File: src/rtl/route_split.sv
// Pulse-stream splitter: routes each pulse on AI to AO1 or AO2 (steered or round-robin),
// buffering per channel in saturating pending counters. Optional macro ROUTE_SPLIT_CNT_OUT_EN exposes CNT1/CNT2.
module route_split #(
  parameter int CNT_W = 3
) (
  input  logic             TI,
  input  logic             RSTN,
  input  logic             AI,
  input  logic             SEL,
  input  logic             RR,
  input  logic             RDY1,
  input  logic             RDY2,
  output logic             AO1,
  output logic             AO2,
  output logic             OVF
`ifdef ROUTE_SPLIT_CNT_OUT_EN
  ,
  output logic [CNT_W-1:0] CNT1,
  output logic [CNT_W-1:0] CNT2
`endif
);

  localparam logic [CNT_W-1:0] MAXC = '1;
  localparam logic [CNT_W-1:0] ONE  = 1;

  logic             ptr;
  logic [CNT_W-1:0] cnt1, cnt2;
  logic [CNT_W-1:0] cnt1_nxt, cnt2_nxt;
  logic             target;
  logic             inc1, inc2;
  logic             dec1, dec2;
  logic             drop1, drop2;

  // A full counter with an increment and no decrement holds: that pulse is the dropped one.
  function automatic logic [CNT_W-1:0] next_cnt(input logic [CNT_W-1:0] cnt,
                                                input logic             inc,
                                                input logic             dec);
    if (inc && !dec)
      next_cnt = (cnt == MAXC) ? cnt : cnt + ONE;
    else if (dec && !inc)
      next_cnt = cnt - ONE;
    else
      next_cnt = cnt;
  endfunction

  always_comb begin
    // NOTE: every signal gets a value before any condition, so no latch can be inferred.
    target   = RR ? ptr : SEL;
    inc1     = AI & ~target;
    inc2     = AI & target;
    dec1     = RDY1 & ((cnt1 != '0) | inc1);
    dec2     = RDY2 & ((cnt2 != '0) | inc2);
    drop1    = inc1 & ~dec1 & (cnt1 == MAXC);
    drop2    = inc2 & ~dec2 & (cnt2 == MAXC);
    cnt1_nxt = next_cnt(cnt1, inc1, dec1);
    cnt2_nxt = next_cnt(cnt2, inc2, dec2);
  end

  // NOTE: state is updated with non-blocking assignments so all registers see pre-edge values.
  always_ff @(posedge TI or negedge RSTN) begin
    if (!RSTN) begin
      ptr  <= 1'b0;
      cnt1 <= '0;
      cnt2 <= '0;
      AO1  <= 1'b0;
      AO2  <= 1'b0;
      OVF  <= 1'b0;
    end else begin
      if (AI && RR)
        ptr <= ~ptr;
      cnt1 <= cnt1_nxt;
      cnt2 <= cnt2_nxt;
      AO1  <= dec1;
      AO2  <= dec2;
      if (drop1 || drop2)
        OVF <= 1'b1;
    end
  end

`ifdef ROUTE_SPLIT_CNT_OUT_EN
  assign CNT1 = cnt1;
  assign CNT2 = cnt2;
`endif

  // Simulation-time sanity properties; synthesis ignores concurrent assertions.
  a_ovf_sticky : assert property (@(posedge TI) disable iff (!RSTN) OVF |=> OVF);
  a_ao1_needs_rdy : assert property (@(posedge TI) disable iff (!RSTN) !RDY1 |=> !AO1);
  a_ao2_needs_rdy : assert property (@(posedge TI) disable iff (!RSTN) !RDY2 |=> !AO2);

endmodule
File: config.mk
export PLATFORM = sky130hd
export DESIGN_NAME = route_split
export DESIGN_NICKNAME = d
export VERILOG_FILES = /design/src/rtl/route_split.sv
export SDC_FILE = /design/constraint.sdc
export NUM_CORES = 1
export LEC_CHECK = 0
export ABC_AREA = 1
export CAP_MARGIN = 20
export CORE_MARGIN = 3
export CORE_UTILIZATION = 45
export CTS_CLUSTER_SIZE = 14
export DETAILED_ROUTE_END_ITERATION = 8
export GPL_TIMING_DRIVEN = 0
export PLACE_DENSITY = 0.69
export SLEW_MARGIN = 20
export SYNTH_ARGS = -nofsm -noshare
export SYNTH_HDL_FRONTEND = slang
export SYNTH_SLANG_ARGS = --single-unit
export TNS_END_PERCENT = 30
File: constraint.sdc
create_clock -name TI -period 2.4 [get_ports TI]
set_input_delay 0.48 -clock TI [delete_from_list [all_inputs] [get_ports TI]]
set_output_delay 0.48 -clock TI [all_outputs]
set_load 0.02 [all_outputs]
==> impl_results.md, run 1 <==
* Worst setup EP type: flip-flop
* Yosys top cell by area: dfrtp_1
* GRT overflow at 0
* Worst-margin pin slew at 457 ps
* Final instance area at around 730 µm²
* Tcrit/Tclk final at 0.789
* Post-DP HPWL at about 880 µm
* Die Area at 1810 µm²
* Yosys top cell area share at 0.418
* Clock Path Buffers at 2
* Synth top area cells: dfrtp_1 (42%), nand2_1 (12%), nand3_1 (8.4%)
* Commonest non-fill, non-tap cell in the layout: nand2_1
* Sw frac at 0.406
* Seq cells post-synth at 10
* Post-CTS Hold Buffers at 0
* Inserted Clock Buffers at 3
* Rows at 12
* Postcts setup bufs at 0
* HP Class: reg -> reg
* Placed cell area at about 700 µm²
* H-tree depth at 1
* DRC viols at 0
* Clock latency on the worst-skew pair at 260 ps
* Initial antenna violation count at 0
* GRT Overall Usage at 0.137
* Die W at ~42 µm
* Critical Setup Path Class: in -> reg
* Buffers added on ports at 8
* Critical Path RT at between 2000 and 3000 ps
* WHS at roughly 500 ps
* 1st-pass router iterations at 4
* First-pass GRT wire length at approximately 1900 µm
* Clk slew on worst S/H paths at 70 ps
* Sequential area share after synthesis at 0.418
* Initial Util at 0.512
* ANT cells at 0
* Endpoints failing setup at 0
* CTS tree: yes
* Peak VDD IR at 0.594 mV
* ANT nets after route at 0
* Die Height at roughly 42 µm
* Post-DR vias/cell at 5.15
* Synth warnings at 0
* Final Max Slew Viols at 0
* Net Sw Power at between 300 and 400 µW
* Max_cap viols at 0
* Crit path max fanout at 4
* Minimum clock period at around 1900 ps
* Crit path arrival time at 2050 ps
* Worst path cell trace: clkdlybuf4s50_1 -> nand2_1 -> nand2_2 -> nand3_2 -> fa_1 -> inv_1 -> nand2_1 -> nand2_1 -> nand2_1 -> nand2_1 -> nand2_1
* FMAX at approximately 530 MHz
* Status: complete, no violations
* Clock group share of total power at 0.182
* Delay-heaviest family, CP: simple AND/OR/NAND/NOR gates
* Ports at 10
* Final net count at 95
* Final hold viol count at 0
* Share of layout cells above drive strength 1 at 0.141
* Syn Std Cell Area at roughly 600 µm²
* Crit path max-delay cell type: clkdlybuf4s50_1
* RSZ-0062 raised after global routing: false
* Final Skew at around 1.6 ps
* Largest stage delay on the critical path at roughly 510 ps
* Syn Nets at a little over 80
* Routed wire per std cell at between 10 and 15 µm
* Comb power frac at 0.427
* Clock Sinks at 10
* Pin count of the biggest net entering global routing at 11
* Core area at approximately 1200 µm²
* Final Util at 0.626
* DR iter-0 viols at 11
* Routed WL at roughly 1100 µm
* Relative slew slack at 0.695
* Cell Int Power at about 490 µW
* Area Overhead vs Synth at 22.3%
* Power, Total at ~800 µW
* Clock root buffer: clkbuf_4
* Syn Area/Cell at about 8.2 µm²
* Gate Count Post-Synth at 73
* Library cells used by synthesis at 16
* Most used cell, CP: nand2_1
* Register share of total power at 0.391
* Nature of the critical path startpoint: input port
* GPL Wtd Cong at a little under 0.9
* Pwr dens at 1120 nW/µm²
* Worst Path Buf+Inv at 2
* Number of global-route vias before repair at 459
* Number of fill cells at around 100
* Total negative slack at 0 ps
* Via count at 510
* Most frequent cells in the layout: nand2_1 (19), inv_1 (11), dfrtp_1 (10), nand3_1 (10), clkdlybuf4s50_1 (8)
* Post-CTS Resized at 0
* Pleak at approximately 0.37 nW
-- kinds of logic after synthesis --
logic type                 Yosys count  share of synthesized area
xor gates and xnor gates             3                     0.0438
adders and majority gates            2                     0.0668
DFF                                 10                      0.418
buffers and inverters               12                     0.0772
AOI/OAI and AO/OA                    4                     0.0417
and+or+nand+nor                     42                      0.353
-- synthesized netlist by cell type (all sizes together) --
master / number
fa: 2
a41oi: 1
inv: 11
o21ai: 2
nand2: 23
nand4: 5
a31oi: 1
dfrtp: 10
nand3: 11
buf: 1
xor2: 3
nor2: 3
-- worst register-to-register path, stage by stage (launching register included) --
cell	delay [ps]
dfrtp_1	380
nand2_1	130
nand4_2	150
fa_1	400
inv_1	60
nand2_1	50
nand2_1	90
nand2_1	60
nand2_1	50
nand2_1	40
-- sequential cells by signal (all words and copies together) (netlist names) --
register / cells
AO1: 1
AO2: 1
OVF: 1
cnt1: 3
cnt2: 3
ptr: 1
-- layout make-up --
| type | count | area, µm² | share of cell area |
|---|---|---|---|
| Buffer | 1 | 5.00 | 0.00683 |
| Inverter | 11 | 41.3 | 0.0563 |
| Sequential cell | 10 | 250 | 0.341 |
| Clock buffer | 4 | 36.3 | 0.0495 |
| Timing Repair Buffer | 8 | 80.1 | 0.109 |
| Tap cell | 14 | 17.5 | 0.0239 |
| Multi-Input combinational cell | 51 | 303 | 0.413 |
-- worst paths after layout --
path | start | to | slack, ps | cells after the start
max | RR | cnt2[2]$_DFFE_PN0P_ | 510 | 11
min | cnt2[2]$_DFFE_PN0P_ | cnt2[2]$_DFFE_PN0P_ | 500 | 2
max reg2reg | ptr$_DFFE_PN0P_ | cnt1[2]$_DFFE_PN0P_ | 890 | 9
min reg2reg | cnt2[2]$_DFFE_PN0P_ | cnt2[2]$_DFFE_PN0P_ | 500 | 2
max in group asynchronous | RSTN | cnt1[2]$_DFFE_PN0P_ | 1550 | 1
min in group asynchronous | RSTN | AO1$_DFF_PN0_ | 540 | 1
-- through the flow --
stage	setup slack, ps	instances
2_1_floorplan	805	73
3_3_place_gp	249	95
3_5_place_dp	223	95
4_1_cts	507	99
5_1_grt	372	99
6_report	507	99
-- routing by layer --
metal,vias to the layer above,wire (µm),track usage
met5,-,0,0
li1,261,-,-
met3,2,54,0.0429
met1,235,549,0.196
met4,0,10,0.0373
met2,12,488,0.198
-- power by group through the flow --
stage / Combinational, mW / Clock, mW / Sequential (mW)
after global placement: 0.338 / 0 / 0.321
after floorplan: 0.238 / 0 / 0.328
after detailed placement: 0.349 / 0 / 0.322
after global routing: 0.400 / 0.165 / 0.329
after CTS: 0.353 / 0.154 / 0.320
final: 0.349 / 0.149 / 0.320
(Power assumes the default switching activity.)
==> run 2, diff against run 1 <==
Settings changed: CORE_UTILIZATION 45 to 44, PLACE_DENSITY 0.69 to 0.71.
Clock period 2.4 ns to 1.5 ns, I/O delays scaled along.
==> run 2 against run 1 <==
Compared with the run above: hold slack worse by 150 ps; count of clock-buffer cells in the layout is 1 lower; sequential power is 60% higher; sequential share of layout area is 3.1 points lower; first-iteration DRC count is 130% higher; clock power is 26% higher; core utilization is 5.3 points higher.
==> impl_results.md, run 2 (synthesized netlist as in run 1, its figures left out) <==
* Status: complete, no violations
* Final instance area at between 800 and 900 µm²
* Worst path cell trace: nand2_2 -> nand2_2 -> nand3_4 -> fa_2 -> inv_2 -> nand2_1 -> nand2_1 -> nand2_1 -> nand2_1 -> nand2_1
* ANT cells at 0
* Crit path arrival time at 1610 ps
* Final setup margin at just over 50 ps
* Comb power frac at 0.480
* DRC viols at 0
* 1st-pass router iterations at 5
* Post-DR vias/cell at 5.55
* Die Area at between 1500 and 2000 µm²
* Placed cell area at ~700 µm²
* Clock root buffer: clkbuf_4
* Pleak at between 0.4 and 0.5 nW
* Max_cap viols at 0
* GRT Overall Usage at 0.154
* Routed WL at about 1400 µm
* First-pass GRT wire length at between 2000 and 2500 µm
* Peak VDD IR at approximately 0.89 mV
* Most used cell, CP: nand2_1
* Crit path max fanout at 3
* Critical Setup Path Class: reg -> reg
* Nature of the critical path startpoint: flip-flop
* CTS tree: yes
* Routed wire per std cell at between 10 and 15 µm
* Initial Util at 0.505
* FF/Latch Area at 250 µm²
* Clock Path Buffers at 2
* Die Height at 42.9 µm
* GRT overflow at 0
* H-tree depth at 1
* Tcrit/Tclk final at 0.966
* Finished Layout Cells at approximately 110
* Final net count at around 100
* Share of layout cells above drive strength 1 at 0.293
* Register share of total power at 0.381
* HP Class: in -> async
* Post-DP HPWL at ~900 µm
* Via count at just under 600
* DR iter-0 viols at 25
* Cell Int Power at about 760 µW
* Worst setup EP type: flip-flop
* Final hold viol count at 0
* Endpoints failing setup at 0
* Pwr dens at 1670 nW/µm²
* Pin count of the biggest net entering global routing at 11
* Minimum clock period at 1450 ps
* Final Max Slew Viols at 0
* Rows at 12
* Pre-CTS setup slack at -535 ps
* Top Registers: cnt1: 3 flops, cnt2: 3 flops
* Power, Total at roughly 1.3 mW
* Clock group share of total power at 0.140
* Final Util at 0.679
* Initial antenna violation count at 0
* Inserted Clock Buffers at 3
* Clock Sinks at 10
* Largest stage delay on the critical path at roughly 370 ps
* Die W at 42.9 µm
* Final Skew at about 2.5 ps
* Relative slew slack at 0.684
* Critical Path RT at 1660 ps
* Buffers added on ports at 8
* Core area at approximately 1200 µm²
* Sw frac at 0.433
* Clk slew on worst S/H paths at ~70 ps
* DP Cell Count at 95
* Clock latency on the worst-skew pair at roughly 270 ps
* Ports at 10
* Number of global-route vias before repair at slightly below 500
* Worst-margin pin slew at 473 ps
* Total negative slack at 0 ps
* Crit path max-delay cell type: dfrtp_1
* Commonest non-fill, non-tap cell in the layout: nand2_1
* FMAX at between 600 and 700 MHz
* Area Overhead vs Synth at 34.4%
* Multi-input logic area at around 330 µm²
* GPL Wtd Cong at roughly 0.80
* ANT nets after route at 0
* RSZ-0062 raised after global routing: true
* Number of fill cells at roughly 100
* WHS at around 350 ps
* Net Sw Power at just under 600 µW
* Most frequent cells in the layout: nand2_1 (18), dfrtp_1 (10), nand3_1 (10)
## run 2: timing repair
item / in CTS / in global routing
gates resized for setup: 8 / 10
endpoints found under the hold margin: 0 / 0
endpoints found under the setup margin: 5 / 5
hold buffers: 0 / 0
buffers inserted: 2 / 6
pin swaps: 2 / 8
## run 2: critical path, delay by kind of cell, from the launching register on
| kind | cells | cell delay, ps |
|---|---|---|
| fa+ha+maj | 1 | 360 |
| buf+inv | 1 | 50 |
| flops | 1 | 370 |
| simple gates | 8 | 540 |
## run 2: metal layers
layer / wire length [µm] / GRT usage / vias to the layer above / part of all wire
met3: 76 / 0.0508 / 8 / 0.053
met4: 49 / 0.0994 / 0 / 0.034
li1: - / - / 276 / -
met2: 694 / 0.213 / 22 / 0.48
met1: 625 / 0.201 / 282 / 0.43
met5: 0 / 0 / - / 0
## run 2: final cells by class
type                    instances  share of cell area
flip-flops and latches         10               0.311
inverters                      11              0.0512
well taps                      14              0.0217
repair buffers                 16               0.177
multi-input cells              51               0.405
clock buffers                   3              0.0280
plain buffers                   1             0.00621
## run 2: final timing paths
check                                         start  slack, ps                  end  cells after the start
worst max-delay path                ptr$_DFFE_PN0P_         50  cnt2[2]$_DFFE_PN0P_                     10
worst min-delay path                           RSTN        350      ptr$_DFFE_PN0P_                      1
worst max register to register      ptr$_DFFE_PN0P_         50  cnt2[2]$_DFFE_PN0P_                     10
worst min register to register  cnt2[2]$_DFFE_PN0P_        510  cnt2[2]$_DFFE_PN0P_                      2
max in group asynchronous                      RSTN        820  cnt2[2]$_DFFE_PN0P_                      1
min in group TI                                RDY2        360        AO2$_DFF_PN0_                      3
## run 2: power groups by stage
| stage | sequential [mW] | clock [mW] | combinational (mW) |
|---|---|---|---|
| 3_3_place_gp | 0.509 | 0 | 0.541 |
| 5_1_grt | 0.534 | 0.208 | 0.726 |
| 6_report | 0.511 | 0.188 | 0.645 |
| 3_5_place_dp | 0.514 | 0 | 0.561 |
| 4_1_cts | 0.513 | 0.188 | 0.576 |
| 2_1_floorplan | 0.524 | 0 | 0.381 |
